===== src/rtl/proc_param.sv =====
// rtl/proc_param.sv - multicycle DATA_W-bit core fetching 16-bit instructions over a ready-handshaked port
// r7 doubles as the PC; add/sub/and set z/n/c, ld/st stall on MemReady.
module proc_param #(
  parameter int DATA_W = 16,
  parameter int ADDR_W = 16
) (
  input  logic              Clock,
  input  logic              Resetn,
  input  logic              Run,
  input  logic [DATA_W-1:0] DIN,
  input  logic              MemReady,
  output logic [ADDR_W-1:0] ADDR,
  output logic [DATA_W-1:0] DOUT,
  output logic              Rd,
  output logic              W,
  output logic              Done
);

  localparam logic [2:0] OP_MV  = 3'b000;
  localparam logic [2:0] OP_MVT = 3'b001;
  localparam logic [2:0] OP_ADD = 3'b010;
  localparam logic [2:0] OP_SUB = 3'b011;
  localparam logic [2:0] OP_LD  = 3'b100;
  localparam logic [2:0] OP_ST  = 3'b101;
  localparam logic [2:0] OP_AND = 3'b110;
  localparam logic [2:0] OP_NOP = 3'b111;
  localparam logic [DATA_W-1:0] ONE = {{(DATA_W-1){1'b0}}, 1'b1};

  typedef enum logic [1:0] {FETCH, EXEC, ALU_WB, MEM} state_t;

  state_t            state;
  logic [DATA_W-1:0] r [8];
  logic [15:0]       ir;
  logic [DATA_W-1:0] g;
  logic              z, n, c;

  logic [2:0]        iii, rx, ry;
  logic              imm;
  logic [DATA_W-1:0] sext_imm, operand, opb, alu_res, mvt_val;
  logic [DATA_W:0]   sum;
  logic              is_sub, taken;

  assign iii      = ir[15:13];
  assign imm      = ir[12];
  assign rx       = ir[11:9];
  assign ry       = ir[2:0];
  assign sext_imm = {{(DATA_W-9){ir[8]}}, ir[8:0]};
  assign operand  = imm ? sext_imm : r[ry];
  assign mvt_val  = {ir[7:0], {(DATA_W-8){1'b0}}};

  // Subtract as rX + ~op + 1 so the carry out reads as "no borrow".
  assign is_sub  = (iii == OP_SUB);
  assign opb     = is_sub ? ~operand : operand;
  assign sum     = {1'b0, r[rx]} + {1'b0, opb} + {{DATA_W{1'b0}}, is_sub};
  assign alu_res = (iii == OP_AND) ? (r[rx] & operand) : sum[DATA_W-1:0];

  always_comb begin
    taken = 1'b0;
    case (rx)
      3'd0: taken = 1'b1;
      3'd1: taken = z;
      3'd2: taken = !z;
      3'd3: taken = !c;
      3'd4: taken = c;
      3'd5: taken = !n;
      3'd6: taken = n;
      default: taken = 1'b0;
    endcase
  end

  // Bus outputs decode straight from state so an async reset drops them at once.
  always_comb begin
    Rd   = 1'b0;
    W    = 1'b0;
    ADDR = '0;
    DOUT = '0;
    Done = 1'b0;
    case (state)
      FETCH: begin
        if (Run && Resetn) begin
          Rd   = 1'b1;
          ADDR = r[7][ADDR_W-1:0];
        end
      end
      EXEC: begin
        if (iii == OP_MV || iii == OP_MVT || iii == OP_NOP) Done = 1'b1;
      end
      ALU_WB: Done = 1'b1;
      MEM: begin
        ADDR = r[ry][ADDR_W-1:0];
        if (iii == OP_LD) begin
          Rd = 1'b1;
        end else begin
          W    = 1'b1;
          DOUT = r[rx];
        end
        Done = MemReady;
      end
      default: ;
    endcase
  end

  always_ff @(posedge Clock or negedge Resetn) begin
    if (!Resetn) begin
      state <= FETCH;
      ir    <= '0;
      g     <= '0;
      z     <= 1'b0;
      n     <= 1'b0;
      c     <= 1'b0;
      for (int i = 0; i < 8; i++) r[i] <= '0;
    end else begin
      case (state)
        FETCH: begin
          if (Run && MemReady) begin
            ir    <= DIN[15:0];
            r[7]  <= r[7] + ONE;
            state <= EXEC;
          end
        end
        EXEC: begin
          state <= FETCH;
          case (iii)
            OP_MV: r[rx] <= operand;
            OP_MVT: begin
              if (imm) r[rx] <= mvt_val;
              else if (taken) r[7] <= r[7] + sext_imm;
            end
            OP_ADD, OP_SUB, OP_AND: begin
              g     <= alu_res;
              z     <= (alu_res == '0);
              n     <= alu_res[DATA_W-1];
              c     <= (iii == OP_AND) ? 1'b0 : sum[DATA_W];
              state <= ALU_WB;
            end
            OP_LD, OP_ST: state <= MEM;
            default: ;
          endcase
        end
        ALU_WB: begin
          r[rx] <= g;
          state <= FETCH;
        end
        MEM: begin
          if (MemReady) begin
            if (iii == OP_LD) r[rx] <= DIN;
            state <= FETCH;
          end
        end
        default: state <= FETCH;
      endcase
    end
  end

endmodule


===== config.mk =====
export PLATFORM = sky130hd
export DESIGN_NAME = proc_param
export DESIGN_NICKNAME = d
export VERILOG_FILES = /design/src/rtl/proc_param.sv
export SDC_FILE = /design/constraint.sdc
export NUM_CORES = 1
export LEC_CHECK = 0
export CELL_PAD_IN_SITES_DETAIL_PLACEMENT = 0
export CELL_PAD_IN_SITES_GLOBAL_PLACEMENT = 1
export CORE_MARGIN = 4
export CORE_UTILIZATION = 25
export DETAILED_ROUTE_END_ITERATION = 16
export GPL_TIMING_DRIVEN = 0
export PLACE_DENSITY = 0.5
export RECOVER_POWER = 100
export SYNTH_ARGS = -nofsm -noshare
export SYNTH_HDL_FRONTEND = slang
export SYNTH_SLANG_ARGS = --single-unit

===== constraint.sdc =====
create_clock -name Clock -period 4.4 [get_ports Clock]
set_input_delay 0.88 -clock Clock [delete_from_list [all_inputs] [get_ports Clock]]
set_output_delay 0.88 -clock Clock [all_outputs]
set_load 0.02 [all_outputs]

# Word level (Yosys, flattened, before mapping)
# Cells that the tools add are included.
classes:
  addsub: 4
  n_lt_le_gt_ge: 3
  n_eq_ne: 22
  muxes: 41
  n_bitwise: 4
  reduce_logical: 20
op_table:
  columns: ["cell", "count"]
  rows:
  - ["128-bit bitwise mux", 4]
  - ["112-bit one-hot mux with 3 select lines", 1]
  - ["128-bit 2-to-1 mux", 2]
  - ["128-bit one-hot mux with 2 select lines", 1]
  - ["16-bit 2-to-1 mux", 14]
  - ["112-bit 2-to-1 mux", 1]
  - ["16-bit binary-select mux with 3-bit select", 2]
  - ["16-bit one-hot mux with 4 select lines", 1]
  - ["16-bit demux with 3-bit select", 1]
  - ["16-bit one-hot mux with 2 select lines", 1]
  - ["3-bit == test, second input constant", 7]
  - ["16-bit by 16-bit adder with 17-bit output", 1]
  - ["17-bit by 1-bit adder with 17-bit output", 1]
  - ["16-bit by 1-bit adder with 16-bit output, second input constant", 1]
  - ["16-bit adder", 1]
  - ["16-bit bitwise AND", 1]
  - ["16-bit zero test", 1]
  - ["16-bit NOT", 1]
  - ["3-bit by 2-bit == test with 1-bit output, second input constant", 4]
  - ["5-bit AND reduction", 2]
  - ["4-bit >= comparator, second input constant", 2]
  - ["3-bit NOT with 4-bit output", 2]
  - ["2-bit one-hot mux with 4 select lines", 1]
  - ["1-bit one-hot mux with 7 select lines", 1]
  - ["21 further kinds", 40]
totals:
  reg_bits: 165
  input_bits: 20
  out_inout_bits: 35
  word_cells: 108

# Depth between registers and ports, before layout
# Gate-level depths: netlist of the first run.
logic_depth:
  word_depth: 11
  depth_mapped: 20
  ltp_nobuf: 18

# Least setup slack after synthesis of the first run
# No wires, ideal clock.
synth_path:
  kind: "register to register"
  startpoint: "reg ir[0]"
  endpoint: "reg g[14]"
  setup_time_ns: 0.125
  arrival_time_ns: 4.301
  slack_ns: -0.026
  path_stages_with_launch: 20
  period_less_slack_ns: 4.426
  path_cell_list: "dfrtp_1 > buf_6 > clkbuf_1 > mux4_2 > nand2_1 > nand2_1 > mux2_2 > xnor2_1 > ha_1 > or2_2 > o211ai_1 > a21oi_1 > a31o_2 > a21o_1 > a21o_1 > a21o_1 > a21o_1 > xnor2_1 > o21ai_0 > mux2_2"
synth_via:
  elab_chain_len: 10
  elab_cells_between_ends: 11
synth_rtl:
  columns: ["element", "line_no", "source"]
  rows:
  - ["from (decl)", "33", "logic [15:0] ir;"]
  - ["from (signal assigned)", "116", "ir <= DIN[15:0];"]
  - ["3-bit NOT with 4-bit output (not written as such)", "48", "assign operand = imm ? sext_imm : r[ry];"]
  - ["16-bit binary-select mux with 3-bit select", "48", null]
  - ["16-bit 2-to-1 mux (not written as such) (2 in series)", "48", null]
  - ["16-bit 2-to-1 mux (*)", "48", null]
  - ["16-bit NOT", "53", "assign opb = is_sub ? ~operand : operand;"]
  - ["16-bit 2-to-1 mux", "53", null]
  - ["16-bit by 16-bit adder with 17-bit output", "54", "assign sum = {1'b0, r[rx]} + {1'b0, opb} + {{DATA_W{1'b0}}, is_sub};"]
  - ["17-bit by 1-bit adder with 17-bit output", "54", null]
  - ["16-bit 2-to-1 mux (*)", "55", "assign alu_res = (iii == OP_AND) ? (r[rx] & operand) : sum[DATA_W-1:0];"]
  - ["to (signal assigned)", "130", "g <= alu_res;"]
  - ["to (decl)", "34", "logic [DATA_W-1:0] g;"]
# Mark *: on every way between the ends. The rest lies on a longest branch, timed or not. The select of a mux whose other input is x is not followed.
# A chain may end at the register's enable or synchronous reset.

# Worst setup path after layout of the first run
# Same ends and word-level chain as after synthesis.

==> summary.txt, run 1 <==
Status = complete, but fails checks
Failing checks = capacitance limit, slew limit, setup timing
Largest net degree at the start of global routing = 71
Syn Nets = 1,420
Detailed Routing Iterations Pass 1 = 5
Worst setup EP type = flip-flop
Max-Cap Viols = 2
Syn Std Cell Area = 12,130 µm²
Synth area leaders = dfrtp_1 34%, mux4_2 12%, nand2_1 7.2%
Register area = 4106 µm²
Final Cycle Share = 102.1%
Critical path depth = 18
Post-Synth Simple-Gate Area = 15.67%
Die W = 228.2 µm
CP delay by family, top = multiplexers
Worst Hold Class = primary input to async pin
Slew HR = -81.71%
Critical path class = flip-flop to flip-flop
Worst-Skew Late Latency = 0.48 ns
CP startpoint kind = flip-flop
Max stage delay on crit path = 0.55 ns
WP data arrival = 4.85 ns
CTS max path bufs = 2
Vias in the first global route = 11,230
Wire length of the first global-routing pass = 82,500 µm
Mux share of post-synthesis cell area = 17.43%
Clock period minus worst slack = 4.491 ns
Initial Util = 25.35%
Vias = 11,350
Num Clock Sinks = 164
Synth unique cells = 63
Synth top cells by count = 233 x nand2_1, 164 x dfrtp_1, 153 x o21ai_0, 105 x nor2_1, 94 x clkbuf_1
Placed instance area = 13,470 µm²
Fraction of registers with async set/reset = 100.0%
Post-synth top flop = dfrtp_1
Register-to-register setup slack = -0.09 ns
Seq/Total Area, Yosys = 33.84%
Synthesized instance count = 1,360
Multi-input logic area = 7659 µm²
Htree depth = 4
Synth Area in Compound Gates = 21.35%
RSZ-0062 raised after global routing = true
Final slew viol count = 85
Cts hold-fix bufs = 0
DP HPWL = 43,230 µm
Post-Synth Adder-Cell Area = 4.251%
Number of I/O pins = 55
Routed WL = 57,200 µm
Vias per inst = 5.470
Peak Freq = 222.7 MHz
#FFs+latches synth = 164
Post-route cell area = 14,510 µm²
Buffers & Inverters on Critical Path = 2
Nets = 1,507
Avg Cell Area, Syn = 8.917 µm²
Worst setup margin = -0.09125 ns
Crit Path Max Fanout = 8
Finish-stage setup viols = 1
Antenna violations before repair = 0
Yosys warns = 0
Die height = 228.2 µm
Most used cell, CP = a21o_1
Die Area = 52,090 µm²
Routed len/inst = 27.57 µm
Port Buf Inserts = 54
Synthesized-area fraction occupied by xor and xnor cells = 2.889%
Remaining global-route overflow = 0
Final Hold Viols = 0
DRT iter0 DRCs = 1,087
Core area = 47,850 µm²
Most numerous cell in the Yosys netlist = nand2_1
Worst Skew = 0.01415 ns
Cts bufs inserted = 17
Area leader, netlist = dfrtp_1
Data required, critical path = 4.76 ns
Cells along the critical path = buf_12 > buf_12 > mux4_2 > mux2_4 > mux2_4 > xnor2_2 > ha_1 > a21oi_2 > nor3b_2 > a21oi_2 > a31o_2 > a21o_1 > a21o_1 > a21o_1 > a21o_1 > xnor2_2 > o21ai_1 > mux2_4
Largest family of logic cells by synthesized area = compound AO/OA/AOI/OAI gates
GP Congestion = 0.9133
DRC violations left = 0
Fillers = 5,094
Share of layout cells above drive strength 1 = 16.23%
Worst-path clk slew = 0.07 ns
Synthesis-to-finish area growth = 19.64%
CTS tree = built
Rows = 80
Post-synth EDFFs = 0
Final ANT Viol Nets = 0
Top-area cell type share of the netlist area = 33.84%
FF-to-FF path depth = 18
Crit path max-delay cell type = mux4_2
Antenna cells = 0
GRT Util Overall = 21.57%
Clock root cell = clkbuf_16
Worst-margin pin slew = 2.726 ns
[worst paths after layout]
| path | startpoint | to |
|---|---|---|
| worst max-delay path | ir[0] | g[14] |
| worst min-delay path | Resetn | async pin |
| worst max register to register | ir[0] | g[14] |
| worst min register to register | flip-flop | flip-flop |
| max in group asynchronous | Resetn | async pin |
| min in group Clock | flip-flop | flip-flop |
[metal layers]
metal / vias to the layer above / GRT usage [%] / share of wire [%]
li1: 5149 / - / -
met1: 5793 / 30.67 / 46
met2: 354 / 33.71 / 46
met3: 54 / 2.857 / 4.6
met4: 0 / 7.673 / 3.6
met5: - / 0 / 0
[per-stage QoR]
stage                     std cells  hold WS, ns   TNS, ns  utilization, %  setup WS, ns
after floorplan                1360       0.4609         0               -       0.04441
after global placement         2029       0.4749  -1019.68           28.09        -7.016
after detailed placement       2030       0.4905    -47.66           28.16        -1.516
after CTS                      2069       0.3137  -0.06379           30.13      -0.06112
after global routing           2075       0.2528   -0.5927           30.32       -0.2357
final                          2075       0.2611  -0.09125           30.32      -0.09125
[cell usage in the layout, fill, tap and decap left out, drive strengths merged, types with 12 or more instances in the layout]
master and instances:
nand2 233, dfrtp 164, o21ai 154, clkbuf 112, nor2 105, mux4 63
a21oi 61, clkdlybuf4s50 52, mux2 48, a22oi 46, ha 38, inv 36
buf 35, xnor2 34, nand3 28, a221oi 20, o22ai 19, a21o 18
a22o 17, nor2b 15, mux2i 15, a31oi 14, nor3 12
[cell type report]
class                   instances  share of cell area [%]
repair buffers                 73                   4.924
inverters                      30                  0.7761
plain buffers                 108                   3.846
well taps                     615                   5.304
clock inverters                12                  0.9831
multi-input cells            1053                   52.79
flip-flops and latches        164                   28.30
clock buffers                  20                   3.079
[logic make-up (layout without fill, tap and decap cells)]
| group | Yosys count | after routing |
|---|---|---|
| AND/OR/NAND/NOR | 443 | 443 |
| XOR/XNOR | 40 | 40 |
| multiplexers | 126 | 126 |
| AO/OA/AOI/OAI | 404 | 404 |
| buffers and inverters | 143 | 243 |
| adder cells (fa/ha/maj) | 40 | 40 |
| flip-flops | 164 | 164 |
[timing repair]
item	4_1_cts	5_1_grt
cloned	1	1
setup buffers	11	5
pin swaps	9	16
resized for setup	87	26
endpoints found under the setup margin	91	18
Power of run 1 is not shown: default switching activity piles up to over one toggle a cycle in this logic, so the estimate is an artifact.
==> run 2: changes to the inputs <==
--- a/config.mk
+++ b/config.mk
@@ -8,10 +8,10 @@
 export CELL_PAD_IN_SITES_DETAIL_PLACEMENT = 0
 export CELL_PAD_IN_SITES_GLOBAL_PLACEMENT = 1
 export CORE_MARGIN = 4
-export CORE_UTILIZATION = 25
+export CORE_UTILIZATION = 24
 export DETAILED_ROUTE_END_ITERATION = 16
 export GPL_TIMING_DRIVEN = 0
-export PLACE_DENSITY = 0.5
+export PLACE_DENSITY = 0.48
 export RECOVER_POWER = 100
 export SYNTH_ARGS = -nofsm -noshare
 export SYNTH_HDL_FRONTEND = slang
==> summary.txt, run 2 (synthesis results as in run 1) <==
Peak Freq = 219.9 MHz (was 222.7 MHz)
Register-to-register setup slack = -0.15 ns (was -0.09 ns)
Vias in the first global route = 11,180 (was 11,230)
Most frequent cells in the layout = 231 x nand2_1, 162 x dfrtp_1, 144 x o21ai_0, 105 x nor2_1, 75 x clkbuf_1 (was 231 x nand2_1, 162 x dfrtp_1, 144 x o21ai_0, 105 x nor2_1, 80 x clkbuf_1)
Clock root cell = clkbuf_16 (unchanged)
WP data arrival = 4.90 ns (was 4.85 ns)
Worst setup margin = -0.1483 ns (was -0.09125 ns)
Pre-CTS setup slack = -1.524 ns (was -1.516 ns)
GRT Util Overall = 21.17% (was 21.57%)
Final design utilization = 29.40% (was 30.32%)
Reg-to-Reg End = g[14] (unchanged)
Share of layout cells above drive strength 1 = 17.47% (was 16.23%)
CTS max path bufs = 2 (unchanged)
FF-to-FF path depth = 18 (unchanged)
Remaining global-route overflow = 0 (unchanged)
Crit Reg-Reg Startpoint = ir[0] (unchanged)
Final slew viol count = 85 (unchanged)
Vias = 11,570 (was 11,350)
Detailed Routing Iterations Pass 1 = 6 (was 5)
Antenna cells = 0 (unchanged)
Routed len/inst = 27.14 µm (was 27.57 µm)
Die W = 232.8 µm (was 228.2 µm)
Num Clock Sinks = 164 (unchanged)
Initial Util = 24.22% (was 25.35%)
DRC violations left = 0 (unchanged)
Data required, critical path = 4.75 ns (was 4.76 ns)
Worst-path clk slew = 0.08 ns (was 0.07 ns)
RSZ-0062 raised after global routing = true (unchanged)
Cts bufs inserted = 17 (unchanged)
Worst Skew = 0.02002 ns (was 0.01415 ns)
Rows = 82 (was 80)
Min Hold Slack = 0.2797 ns (was 0.2611 ns)
CP startpoint kind = flip-flop (unchanged)
Max-Cap Viols = 2 (unchanged)
Commonest non-fill, non-tap cell in the layout = nand2_1 (unchanged)
Wire length of the first global-routing pass = 82,330 µm (was 82,500 µm)
Die Area = 54,190 µm² (was 52,090 µm²)
DRT iter0 DRCs = 1,004 (was 1,087)
GP Congestion = 0.9283 (was 0.9133)
Routed WL = 58,160 µm (was 57,200 µm)
Port Buf Inserts = 54 (unchanged)
Htree depth = 4 (unchanged)
Antenna violations before repair = 0 (unchanged)
CTS tree = built (unchanged)
Die height = 232.8 µm (was 228.2 µm)
Final Cycle Share = 103.4% (was 102.1%)
Worst-Skew Late Latency = 0.48 ns (about the same)
Synthesis-to-finish area growth = 21.39% (was 19.64%)
Critical path class = flip-flop to flip-flop (unchanged)
Worst-margin pin slew = 2.640 ns (was 2.726 ns)
Clock period minus worst slack = 4.548 ns (was 4.491 ns)
Final ANT Viol Nets = 0 (unchanged)
Cts hold-fix bufs = 0 (unchanged)
Core area = 50,070 µm² (was 47,850 µm²)
Crit Path Max Fanout = 8 (unchanged)
Failing checks = capacitance limit, slew limit, setup timing (unchanged)
Worst setup EP type = flip-flop (unchanged)
Number of I/O pins = 55 (unchanged)
Vias per inst = 5.398 (was 5.470)
Finish-stage setup viols = 3 (was 1)
Worst Hold Class = primary input to async pin (unchanged)
Status = complete, but fails checks (unchanged)
Final Hold Viols = 0 (unchanged)
Nets = 1,519 (was 1,507)
Fillers = 5,475 (was 5,094)
DP HPWL = 44,160 µm (was 43,230 µm)
Largest net degree at the start of global routing = 78 (was 71)
Slew HR = -76.02% (was -81.71%)
Setup TNS = -0.3045 ns (was -0.09125 ns)
run 2: how the worst max path moves through the flow:
| stage | endpoint | start | slack (ns) |
|---|---|---|---|
| floorplan | g[14] | ir[0] | 0.04 |
| global placement | ADDR[1] | Resetn | -7.07 |
| detailed placement | g[14] | ir[10] | -1.52 |
| CTS | g[14] | ir[0] | -0.1 |
| global route | g[14] | ir[0] | -0.28 |
| finish | g[14] | ir[0] | -0.15 |
run 2: layer usage:
layer | vias to the layer above | track usage [%] | share of wire (%)
met5 | - | 0 | 0
met4 | 0 | 11.37 | 6.0
met3 | 81 | 3.073 | 4.9
met2 | 389 | 30.92 | 43
met1 | 5927 | 30.06 | 46
li1 | 5171 | - | -
run 2: metrics by stage:
stage                     instances  cell area (µm²)
final                          2143            14720
after detailed placement       2088            13550
after floorplan                1360            12130
after global placement         2086            13510
after global routing           2143            14720
after CTS                      2129            14510
run 2: critical path: stages, from the launching register on:
cell     delay (ns)
dfrtp_1        0.40
buf_12         0.15
buf_12         0.14
mux4_2         0.56
mux2_4         0.31
mux2_4         0.35
xnor2_4        0.22
ha_4           0.26
a21oi_4        0.13
nor3b_4        0.21
a21oi_2        0.09
a31o_2         0.29
a21o_1         0.17
a21o_1         0.19
a21o_1         0.17
a21o_1         0.21
xnor2_2        0.21
o21ai_1        0.08
mux2_4         0.27
run 2: area by class of cell:
| type | instances | area (µm²) | area share (%) |
|---|---|---|---|
| multi-input cells | 1053 | 7710 | 52.38 |
| inverters | 30 | 112.6 | 0.7650 |
| clock inverters | 11 | 116.4 | 0.7905 |
| repair buffers | 87 | 822.0 | 5.584 |
| clock buffers | 20 | 466.7 | 3.170 |
| well taps | 672 | 840.8 | 5.712 |
| plain buffers | 106 | 545.5 | 3.706 |
| flip-flops and latches | 164 | 4106 | 27.90 |
run 2: timing repair:
item                       4_1_cts  5_1_grt
setup endpoints to repair       84       32
pin swaps                       11       24
cloned                           1        1
gates resized for setup         87       32
setup buffers                   14       16
Power of run 2 is left out for the same reason.
